## config.mk

```make
export PLATFORM = sky130hd
export DESIGN_NAME = word_write_coalescer
export DESIGN_NICKNAME = d
export VERILOG_FILES = /design/src/rtl/coalescer_pkg.sv /design/src/rtl/byte_lane_merge.sv /design/src/rtl/word_write_coalescer.sv
export SDC_FILE = /design/constraint.sdc
export NUM_CORES = 1
export LEC_CHECK = 0
export ABC_AREA = 1
export CORE_MARGIN = 4
export CORE_UTILIZATION = 41
export CTS_BUF_LIST = sky130_fd_sc_hd__clkbuf_8
export CTS_CLUSTER_DIAMETER = 150
export DETAILED_ROUTE_END_ITERATION = 10
export GPL_TIMING_DRIVEN = 1
export HOLD_SLACK_MARGIN = 0.15
export PLACE_DENSITY = 0.88
export SKIP_CTS_REPAIR_TIMING = 1
export SYNTH_ARGS = -nofsm -noshare
export SYNTH_HDL_FRONTEND = slang
export SYNTH_SLANG_ARGS = --single-unit
```

## constraint.sdc

```tcl
create_clock -name clk -period 1.72 [get_ports clk]
set_input_delay 0.344 -clock clk [delete_from_list [all_inputs] [get_ports clk]]
set_output_delay 0.344 -clock clk [all_outputs]
set_load 0.005 [all_outputs]
```

## src/rtl/coalescer_pkg.sv

```systemverilog
// Shared types and constants for the word write coalescer.
package coalescer_pkg;

    typedef enum logic [1:0] {
        ST_EMPTY   = 2'd0,
        ST_PENDING = 2'd1,
        ST_COMMIT  = 2'd2
    } state_t;

    localparam int unsigned LANES                   = 4;
    localparam int unsigned DATA_WIDTH              = 32;
    localparam logic [3:0]  BYTE_EN_FULL            = 4'b1111;
    localparam int unsigned DEFAULT_WORD_ADDR_WIDTH = 4;
    localparam int unsigned DEFAULT_TIMEOUT_CYCLES  = 15;
    localparam int unsigned IDLE_CNT_WIDTH          = 8;

endpackage

```

## src/rtl/byte_lane_merge.sv

```systemverilog
// Combinational byte-lane merge: enabled new lanes replace old lanes, enables accumulate.
module byte_lane_merge
    import coalescer_pkg::*;
(
    input  logic [DATA_WIDTH-1:0] old_data,
    input  logic [LANES-1:0]      old_en,
    input  logic [DATA_WIDTH-1:0] new_data,
    input  logic [LANES-1:0]      new_en,
    output logic [DATA_WIDTH-1:0] merged_data,
    output logic [LANES-1:0]      merged_en
);

    always_comb begin
        merged_data = old_data;
        merged_en   = old_en | new_en;
        for (int unsigned i = 0; i < LANES; i++) begin
            if (new_en[i]) begin
                merged_data[8*i +: 8] = new_data[8*i +: 8];
            end
        end
    end

endmodule

```

## src/rtl/word_write_coalescer.sv

```systemverilog
// Coalesces byte-lane writes to one word into a single memory write,
// committing on full word, address change, flush or idle timeout.
module word_write_coalescer
    import coalescer_pkg::*;
#(
    parameter int unsigned WORD_ADDR_WIDTH = DEFAULT_WORD_ADDR_WIDTH,
    parameter int unsigned TIMEOUT_CYCLES  = DEFAULT_TIMEOUT_CYCLES
) (
    input  logic                       clk,
    input  logic                       rst_n,
    input  logic                       in_valid,
    output logic                       in_ready,
    input  logic [WORD_ADDR_WIDTH-1:0] in_word_addr,
    input  logic [LANES-1:0]           in_byte_en,
    input  logic [DATA_WIDTH-1:0]      in_data,
    input  logic                       flush_in,
    output logic                       mem_valid,
    input  logic                       mem_ready,
    output logic [WORD_ADDR_WIDTH-1:0] mem_addr,
    output logic [LANES-1:0]           mem_byte_en,
    output logic [DATA_WIDTH-1:0]      mem_data,
    output logic                       busy_out
);

    state_t                      state;
    state_t                      next_state;
    logic [WORD_ADDR_WIDTH-1:0]  buf_addr;
    logic [LANES-1:0]            buf_en;
    logic [DATA_WIDTH-1:0]       buf_data;
    logic [IDLE_CNT_WIDTH-1:0]   idle_cnt;

    logic                        addr_match;
    logic                        xfer;
    logic                        idle_expire;
    logic [DATA_WIDTH-1:0]       merge_old_data;
    logic [LANES-1:0]            merge_old_en;
    logic [LANES-1:0]            merge_new_en;
    logic [DATA_WIDTH-1:0]       merged_data;
    logic [LANES-1:0]            merged_en;

    assign addr_match = (in_word_addr == buf_addr);
    assign xfer       = in_valid & in_ready;

    // From EMPTY the merge starts from a zero word, which masks disabled lanes on load.
    assign merge_old_data = (state == ST_PENDING) ? buf_data : '0;
    assign merge_old_en   = (state == ST_PENDING) ? buf_en   : '0;
    assign merge_new_en   = xfer ? in_byte_en : '0;

    assign idle_expire = ({1'b0, idle_cnt} + 9'd1) == 9'(TIMEOUT_CYCLES);

    byte_lane_merge u_merge (
        .old_data    (merge_old_data),
        .old_en      (merge_old_en),
        .new_data    (in_data),
        .new_en      (merge_new_en),
        .merged_data (merged_data),
        .merged_en   (merged_en)
    );

    always_comb begin
        next_state = state;
        in_ready   = 1'b0;
        unique case (state)
            ST_EMPTY: begin
                in_ready = rst_n;
                // A zero-enable request is consumed but never buffered, so no empty write can issue.
                if (xfer && (in_byte_en != '0)) begin
                    next_state = ST_PENDING;
                end
            end
            ST_PENDING: begin
                in_ready = addr_match;
                if ((merged_en == BYTE_EN_FULL) || flush_in ||
                    (in_valid && !addr_match) || (!xfer && idle_expire)) begin
                    next_state = ST_COMMIT;
                end
            end
            ST_COMMIT: begin
                if (mem_ready) begin
                    next_state = ST_EMPTY;
                end
            end
            default: next_state = ST_EMPTY;
        endcase
    end

    always_ff @(posedge clk or negedge rst_n) begin
        if (!rst_n) begin
            state <= ST_EMPTY;
        end else begin
            state <= next_state;
        end
    end

    always_ff @(posedge clk or negedge rst_n) begin
        if (!rst_n) begin
            buf_addr <= '0;
            buf_en   <= '0;
            buf_data <= '0;
            idle_cnt <= '0;
        end else begin
            unique case (state)
                ST_EMPTY: begin
                    idle_cnt <= '0;
                    if (xfer && (in_byte_en != '0)) begin
                        buf_addr <= in_word_addr;
                        buf_en   <= merged_en;
                        buf_data <= merged_data;
                    end
                end
                ST_PENDING: begin
                    if (xfer) begin
                        buf_en   <= merged_en;
                        buf_data <= merged_data;
                        idle_cnt <= '0;
                    end else begin
                        idle_cnt <= idle_cnt + 1'b1;
                    end
                end
                default: begin
                    idle_cnt <= '0;
                end
            endcase
        end
    end

    assign mem_valid   = (state == ST_COMMIT);
    assign mem_addr    = buf_addr;
    assign mem_byte_en = buf_en;
    assign mem_data    = buf_data;
    assign busy_out    = (state != ST_EMPTY);

endmodule

```

# After elaboration in Yosys (flattened, before gate mapping)
# Index checks and enable logic that the tools add are counted.
# totals
ff_bits	50
latchBits	0
mem_bits_rw	0
rom_bits	0
out_inout_bits	43
wordCells	53
mem_count	0
# classes
n_addsub	2
multipliers	0
div_mod_pow	0
magnitude_cmp	0
eq_ne	9
shifts	0
mux	20
n_bitwise	2
reduce_logical	15
# ops
operator	count
$mux W32	3
$pmux W32 S2	1
$mux W8	6
$mux W4	4
$add A8 B1 Y9 const B	1
$eq A9 B4 Y1 const B	1
$add A8 B1 Y8 const B	1
$pmux W4 S2	1
$mux W2	3
$pmux W2 S3	1
$reduce_and A3 Y1	2
$eq A4 B4 Y1	1
$eq A4 B4 Y1 const B	1
$ne A2 B1 Y1 const B	2
$ne A2 B2 Y1 const B	2
$or A4 B4 Y4	1
$reduce_bool A2 Y1	2
$reduce_bool A4 Y1	1
$logic_and A1 B1 Y1	3
$logic_or A1 B1 Y1	3
$eq A2 B1 Y1 const B	1
$eq A2 B2 Y1 const B	1
$logic_not A1 Y1	2
$logic_not A2 Y1	1
other kinds (3)	3

# Depth between registers and ports, before layout
# Gate-level depths: netlist (run 1).
# logic_depth
ltp_word	11
mapped_depth	12
depth_no_buf	12

# Modules after synthesis
# From an unflattened synthesis (run 1), not the netlist that was laid out.
# hier_totals
hier_cells	430
area_unflattened_um2	2900.3
# by_module_without_submodules
module	instances	cells_per_inst	area_per_inst_um2	seq_area_each_um2
word_write_coalescer	1	322	2454.9	1251.2
byte_lane_merge	1	108	445.4	0.0

# Worst setup path before layout (run 1)
# OpenSTA, ideal clock, no wires.
# synth_path
path_kind	reg-to-reg
start	register state[1]
end	register buf_data[23] (netlist: mem_data[23])
setup_time_ns	0.119
arrival_ns	1.491
required_ns	1.601
slack_ns	0.110
path_stages_with_launch	8
path_buffers	1
synth_period_minus_slack_ns	1.610
path_cell_list	dfrtp_1 > nor2_2 > nand2_1 > a21boi_4 > nand3_4 > buf_4 > nand3_1 > nand2_1
# synth_between
elab_chain_len	7
elab_cells_between_ends	15
# synth_rtl
item	line	source
from (decl)	word_write_coalescer.sv:25	state_t state;
from (signal assigned)	word_write_coalescer.sv:91	state <= next_state;
$eq A2 B1 Y1 / $logic_not A2 Y1 (equally long branches)	word_write_coalescer.sv:45, word_write_coalescer.sv:63, word_write_coalescer.sv:102	
$pmux W1 S2	word_write_coalescer.sv:63	unique case (state)
$and A1 B1 Y1	word_write_coalescer.sv:42	assign xfer = in_valid & in_ready;
$mux W4	word_write_coalescer.sv:47	assign merge_new_en = xfer ? in_byte_en : '0;
$mux W8	byte_lane_merge.sv:17	if (new_en[i]) begin
$mux W32 (on tied branches)	word_write_coalescer.sv:112, word_write_coalescer.sv:105	
$pmux W32 S2	word_write_coalescer.sv:102	unique case (state)
to (signal assigned)	word_write_coalescer.sv:108	buf_data <= merged_data;
to (signal assigned)	word_write_coalescer.sv:114	buf_data <= merged_data;
to (decl)	word_write_coalescer.sv:29	logic [DATA_WIDTH-1:0] buf_data;
# Parallel ways exist; a longest one is shown, timed or not. The select of a mux whose other input is x is not followed.
# A chain may end at the register's enable or synchronous reset.

# Final worst setup path (run 1)
# layout_path
start	register buf_addr[1] (netlist: mem_addr[1])
end	register state[1]
# layout_between
elab_chain_len	11
elab_cells_between_ends	17
# layout_rtl
item	line	source
from (decl)	word_write_coalescer.sv:27	logic [WORD_ADDR_WIDTH-1:0] buf_addr;
from (signal assigned)	word_write_coalescer.sv:106	buf_addr <= in_word_addr;
$eq A4 B4 Y1 (*)	word_write_coalescer.sv:41	assign addr_match = (in_word_addr == buf_addr);
$pmux W1 S2	word_write_coalescer.sv:63	
$and A1 B1 Y1	word_write_coalescer.sv:42	
$mux W4	word_write_coalescer.sv:47	
$or A4 B4 Y4	byte_lane_merge.sv:15	merged_en = old_en | new_en;
$eq A4 B4 Y1	word_write_coalescer.sv:73	if ((merged_en == BYTE_EN_FULL) || flush_in ||
$logic_or A1 B1 Y1 (2 in a row)	word_write_coalescer.sv:73	
$logic_or A1 B1 Y1	word_write_coalescer.sv:74	(in_valid && !addr_match) || (!xfer && idle_expire)) begin
$ne A2 B1 Y1 (no source line)	--	
$reduce_and A3 Y1 (no source line) (*)	--	
# Mark *: on every way between the ends. The rest lies on a longest branch, timed or not.

==> results.json, run 1 <==
{
  "run_status": "finished with violations",
  "failed_checks": "negative setup slack",
  "wire_per_inst_um": 14.76,
  "rr_worst_depth": 13,
  "synth_nets": 330,
  "setup.worst_path.end_class": "register",
  "finalHoldViolCount": 0,
  "viasPerCell": 5.032,
  "cts_max_path_buffers": 2,
  "grt_pass1_vias": 2397,
  "cts_root_buffer": "clkbuf_8",
  "whs_ns": 0.1674,
  "cp_top_family": "simple AND/OR/NAND/NOR gates",
  "finalPower_w": 0.005444,
  "dieArea_um2": 7090,
  "ys_ff_latch": 50,
  "layout-drive-gt1-share": 0.2075,
  "switching_power_w": 0.001858,
  "p_seq_frac": 0.363,
  "row_count": 27,
  "io_buffers": 87,
  "powerDensity_nw_per_um2": 1424,
  "fmax_ghz": 0.5559,
  "cp-endpoint": "state[1]",
  "path_common_cell": "nand2_1",
  "antenna_found_initial": 0,
  "synthesis.instances": 283,
  "coreArea_um2": 5574,
  "setup_viol": 35,
  "die_x_um": 84.21,
  "slew-limit-headroom": 0.5874,
  "clkPwrFrac": 0.151,
  "hold_path.class": "in -> async",
  "post-synth-top-area-cell": "dfrtp_1",
  "crit_path_start": "mem_addr[1]",
  "synthDistinctLibCells": 26,
  "clock_sinks": 50,
  "initial_core_util": 0.4272,
  "fin_nets": 446,
  "crit_slowest_cell": "dfrtp_1",
  "cp_num_cells": 13,
  "cts_tree": "done",
  "tns_ns": -0.4921,
  "final_core_util": 0.6857,
  "start_kind": "register",
  "synthToLayoutAreaGrowth_pct": 60.54,
  "yosysWarnings": 0,
  "grt.overflow.total": 0,
  "layout_common_cells": "79 x clkdlybuf4s50_1, 77 x nand2_1, 60 x nand3_1",
  "path_clk_slew_ns": 0.09,
  "cts_made_buffers": 5,
  "hpwl_um": 4876,
  "yosysTopAreaCellShare": 0.5255,
  "drc": 0,
  "die_h_um": 84.21,
  "wl_um": 6967,
  "htree_levels": 2,
  "synth.top_cells.by_area": "dfrtp_1 53%, nand3_1 15%, nand2_1 13%",
  "fin_ws_ns": -0.07890,
  "min_period_over_period": 1.046,
  "grt_start_max_net_pins": 51,
  "comb_power_share": 0.486,
  "diodes": 0,
  "gp_congestion": 0.8130,
  "netlist_area_um2": 2381,
  "drt_pass1_iterations": 4,
  "avgSynthCellArea_um2": 8.414,
  "drt_iter0_drc": 185,
  "vias": 2375,
  "io_pins": 88,
  "ys_seq_area_frac": 0.5255,
  "critPathBufInv": 3,
  "rsz0062_at_grt": "true",
  "rr_endpoint": "state[1]",
  "ir_worst_vdd_v": 0.0007680,
  "crit_chain": "inv_1 -> nand2_1 -> nand2_1 -> nor2_2 -> nand3_2 -> buf_6 -> a21boi_4 -> buf_6 -> nor2_1 -> nor2_1 -> o21ai_2 -> nand3_1 -> nand2_1",
  "maxCapViolations": 0,
  "clk_latency_ns": 0.30,
  "grt_pass1_wl_um": 11060,
  "required_ns": 1.92,
  "worstSetupPathType": "reg -> reg",
  "r2r-start": "mem_addr[1]",
  "track_usage": 0.1911,
  "layout.cells.most_common": "clkdlybuf4s50_1",
  "leakage_nw": 1.918,
  "critPathMaxStageDelay_ns": 0.39,
  "finalClockSkew_ns": 0.006638,
  "crit_fanout": 4,
  "worst_pin_slew_ns": 0.6189,
  "power.internal_w": 0.003586,
  "arrival_ns": 1.99,
  "layout_min_cycle_time_ns": 1.799,
  "ff2ff_setup_slack_ns": -0.08,
  "switching_share": 0.3413,
  "drtAntennaViolNets": 0,
  "maxSlewViolCount": 0
}
## state kept, by name, summed over array words and instances, names as in the netlist
signal       cells
mem_byte_en      4
idle_cnt         8
mem_addr         4
state            2
mem_data        32
## synthesized netlist by cell type
library cell,number
a21oi_1,4
inv_1,21
nor2_4,1
clkbuf_1,3
nand3_1,70
inv_2,1
nor2_2,1
nor2_1,14
a21boi_4,1
nand2_4,1
nand3_4,1
nand3b_1,1
o21ai_2,3
xnor2_1,1
xor2_1,1
nand2_1,84
ha_1,2
o21ai_0,2
nor3_1,2
dfrtp_1,50
nand4_1,3
buf_4,4
nand3_2,5
buf_2,5
o21ai_1,1
or4_1,1
## layer usage
layer	vias up	wire (um)	GRT usage
li1	1155	-	-
met1	1128	2865	0.2409
met2	80	3610	0.3300
met3	12	375	0.04416
met4	0	116	0.05117
met5	-	0	0
## metrics by stage
stage / cells / setup WS [ns] / area [um^2]
floorplan: 283 / 0.1101 / 2381
global placement: 455 / -0.4662 / 3496
detailed placement: 455 / -0.5074 / 3496
CTS: 463 / -0.5193 / 3605
global route: 472 / -0.2066 / 3822
finish: 472 / -0.07890 / 3822
## area by class of cell
| type | count | area, um^2 |
|---|---|---|
| fillers | 449 | 1752 |
| clock buffers | 5 | 68.82 |
| well taps | 72 | 90.09 |
| clock inverters | 3 | 40.04 |
| repair buffers | 121 | 1211 |
| flip-flops and latches | 50 | 1251 |
| inverters | 22 | 82.58 |
| multi-input cells | 199 | 1079 |
## worst min path at each step
stage          depth (start not counted)           start  slack, ns        endpoint
2_1_floorplan                          0           rst_n       0.05     idle_cnt[0]
5_1_grt                                2           rst_n       0.22     mem_addr[2]
4_1_cts                                2           rst_n       0.19     mem_addr[2]
3_5_place_dp                           2  mem_byte_en[3]       0.49  mem_byte_en[3]
6_report                               2           rst_n       0.17     mem_addr[2]
3_3_place_gp                           1     idle_cnt[0]       0.47     idle_cnt[0]
## power by group through the flow
stage | Clock (W) | Sequential (W) | Combinational [W]
floorplan | 0 | 0.00196 | 0.000884
global route | 0.000877 | 0.00204 | 0.00288
finish | 0.000823 | 0.00197 | 0.00265
global placement | 0 | 0.00194 | 0.00234
CTS | 0.000834 | 0.00194 | 0.00242
detailed placement | 0 | 0.00196 | 0.00241
## logic make-up after synthesis
family          after synthesis  synth area share
fa+ha+maj                     2           0.01051
xor+xnor                      2          0.007358
compound gates               11           0.03363
flops                        50            0.5255
simple gates                184            0.3605
buf+inv                      34           0.06253
Power figures use the tool's default switching activity.
==> run 2, diff against run 1 <==
- ABC_AREA: 1 -> default
- CORE_UTILIZATION: 41 -> 40
==> results.json, run 2 <==
{
  "run_status": "finished with violations",
  "failed_checks": "negative setup slack",
  "layout-drive-gt1-share": 0.1810,
  "async_flop_share": 1.000,
  "grt_pass1_vias": 1968,
  "largest_reg_flops": 32,
  "synth.top_cells.by_area": "dfrtp_1 57%, nand2_1 12%, o21ai_0 6.1%",
  "hpwl_um": 4354,
  "fin_area_um2": 3627,
  "ys_ff_latch": 50,
  "synthToLayoutAreaGrowth_pct": 64.34,
  "use_met1": 0.2207,
  "drt_iter0_drc": 127,
  "finalPower_w": 0.004048,
  "clk_latency_ns": 0.30,
  "slew-limit-headroom": 0.6575,
  "grt_start_max_net_pins": 41,
  "wl_um": 6264,
  "drt_pass1_iterations": 4,
  "avgSynthCellArea_um2": 9.638,
  "gp_congestion": 0.8235,
  "ir_worst_vdd_v": 0.0005871,
  "worst_pin_slew_ns": 0.5138,
  "yosysWarnings": 0,
  "layout_common_cells": "79 x clkdlybuf4s50_1, 68 x nand2_1, 50 x dfrtp_1",
  "cts_made_buffers": 5,
  "finalClockSkew_ns": 0.004906,
  "use_met3": 0.06074,
  "fin_ws_ns": -0.02772,
  "io_pins": 88,
  "synth_common_cells": "68 x nand2_1, 50 x dfrtp_1, 27 x o21ai_0",
  "required_ns": 1.38,
  "maxSlewViolCount": 0,
  "grt.overflow.total": 0,
  "track_usage": 0.1790,
  "placed_cell_area_um2": 3328,
  "crit_fanout": 2,
  "setup_viol": 5,
  "min_period_over_period": 1.016,
  "viasPerCell": 4.895,
  "die_x_um": 82.28,
  "synthesis.instances": 229,
  "grt_pass1_wl_um": 9287,
  "vias": 2046,
  "hold_path.class": "in -> async",
  "yosysMostFrequentCell": "nand2_1",
  "netlist_area_um2": 2207,
  "fillers": 401,
  "post-synth-top-area-cell": "dfrtp_1",
  "arrival_ns": 1.40,
  "clock_sinks": 50,
  "path_clk_slew_ns": 0.09,
  "fmax_ghz": 0.5722,
  "rr_worst_depth": 7,
  "start_kind": "register",
  "setup.worst_path.end_class": "output port",
  "initial_core_util": 0.4214,
  "cts_max_path_buffers": 2,
  "maxCapViolations": 0,
  "whs_ns": 0.2005,
  "leakage_nw": 1.628,
  "htree_levels": 2,
  "synthFlopType": "dfrtp_1",
  "ys_seq_area_frac": 0.5669,
  "coreArea_um2": 5238,
  "layout.cells.most_common": "clkdlybuf4s50_1",
  "antenna_found_initial": 0,
  "io_buffers": 87,
  "drc": 0,
  "powerDensity_nw_per_um2": 1116,
  "wire_per_inst_um": 14.99,
  "use_met2": 0.3053,
  "synth_nets": 276,
  "finalHoldViolCount": 0,
  "die_h_um": 82.28,
  "yosysTopAreaCellShare": 0.5669,
  "row_count": 26,
  "worstSetupPathType": "reg -> out",
  "synthDistinctLibCells": 33,
  "dieArea_um2": 6770,
  "layout_min_cycle_time_ns": 1.748,
  "fin_nets": 394,
  "busiest_layer": "met2",
  "rsz0062_at_grt": "true",
  "drtAntennaViolNets": 0,
  "diodes": 0,
  "cts_tree": "done",
  "dpl_worst_slack_ns": -0.5047,
  "synth_edf_count": 0,
  "cts_root_buffer": "clkbuf_8"
}
==> run 2: cell type report <==
cell class | instances | area, um^2 | share of cell area
clock buffer | 6 | 82.58 | 0.02277
inverter | 4 | 15.01 | 0.004139
timing repair buffer | 119 | 1150 | 0.3170
tap | 70 | 87.58 | 0.02415
multi-input combinational | 167 | 980.9 | 0.2704
clock inverter | 2 | 60.06 | 0.01656
sequential | 50 | 1251 | 0.3449
==> run 2: worst max-delay path, stage by stage, from the launching register on <==
cell	delay, ns
dfrtp_1	0.40
xnor2_1	0.20
nand4_2	0.14
nor2_1	0.11
a21oi_1	0.05
nor2_1	0.08
dlymetal6s2s_1	0.13
==> run 2: cell families (layout without fill, tap and decap cells) <==
logic type | after synthesis | count (layout) | share of synthesized area
AO/OA/AOI/OAI | 55 | 55 | 0.1491
XOR/XNOR | 10 | 10 | 0.03969
adder cells (fa/ha/maj) | 2 | 2 | 0.01134
buffers and inverters | 12 | 131 | 0.02324
flip-flops | 50 | 50 | 0.5669
multiplexers | 4 | 4 | 0.02041
AND/OR/NAND/NOR | 96 | 96 | 0.1893
==> run 2: final timing paths <==
check	start	to	slack (ns)
hold reg to reg	mem_byte_en[3]	mem_byte_en[3]	0.52
setup / recovery	mem_addr[2]	in_ready	-0.03
setup reg to reg	idle_cnt[0]	state[0]	-0.02
max in group asynchronous	rst_n	mem_addr[1]	0.87
min in group clk	in_word_addr[1]	mem_addr[1]	0.35
hold / removal	rst_n	mem_data[24]	0.20
==> run 2: where the power goes <==
group          internal (W)  switching, W  total (W)  leakage (nW)
registers           0.00145      0.000187    0.00163         0.659
clock network      0.000620      0.000381    0.00100        0.0714
logic              0.000891      0.000522    0.00141         0.898
total               0.00296       0.00109    0.00405          1.63
==> run 2: metrics by stage <==
stage	cells	util	setup TNS (ns)
floorplan	229	-	0
global placement	402	0.6355	-13.92
detailed placement	402	0.6355	-16.18
CTS	410	0.6627	-3.252
global route	418	0.6925	-0.8456
finish	418	0.6925	-0.07077
==> run 2: layer usage <==
layer | vias to the layer above | part of all wire | wire [um]
met5 | - | 0 | 0
li1 | 1005 | - | -
met2 | 72 | 0.51 | 3170
met4 | 0 | 0.014 | 86
met1 | 961 | 0.40 | 2529
met3 | 8 | 0.076 | 477
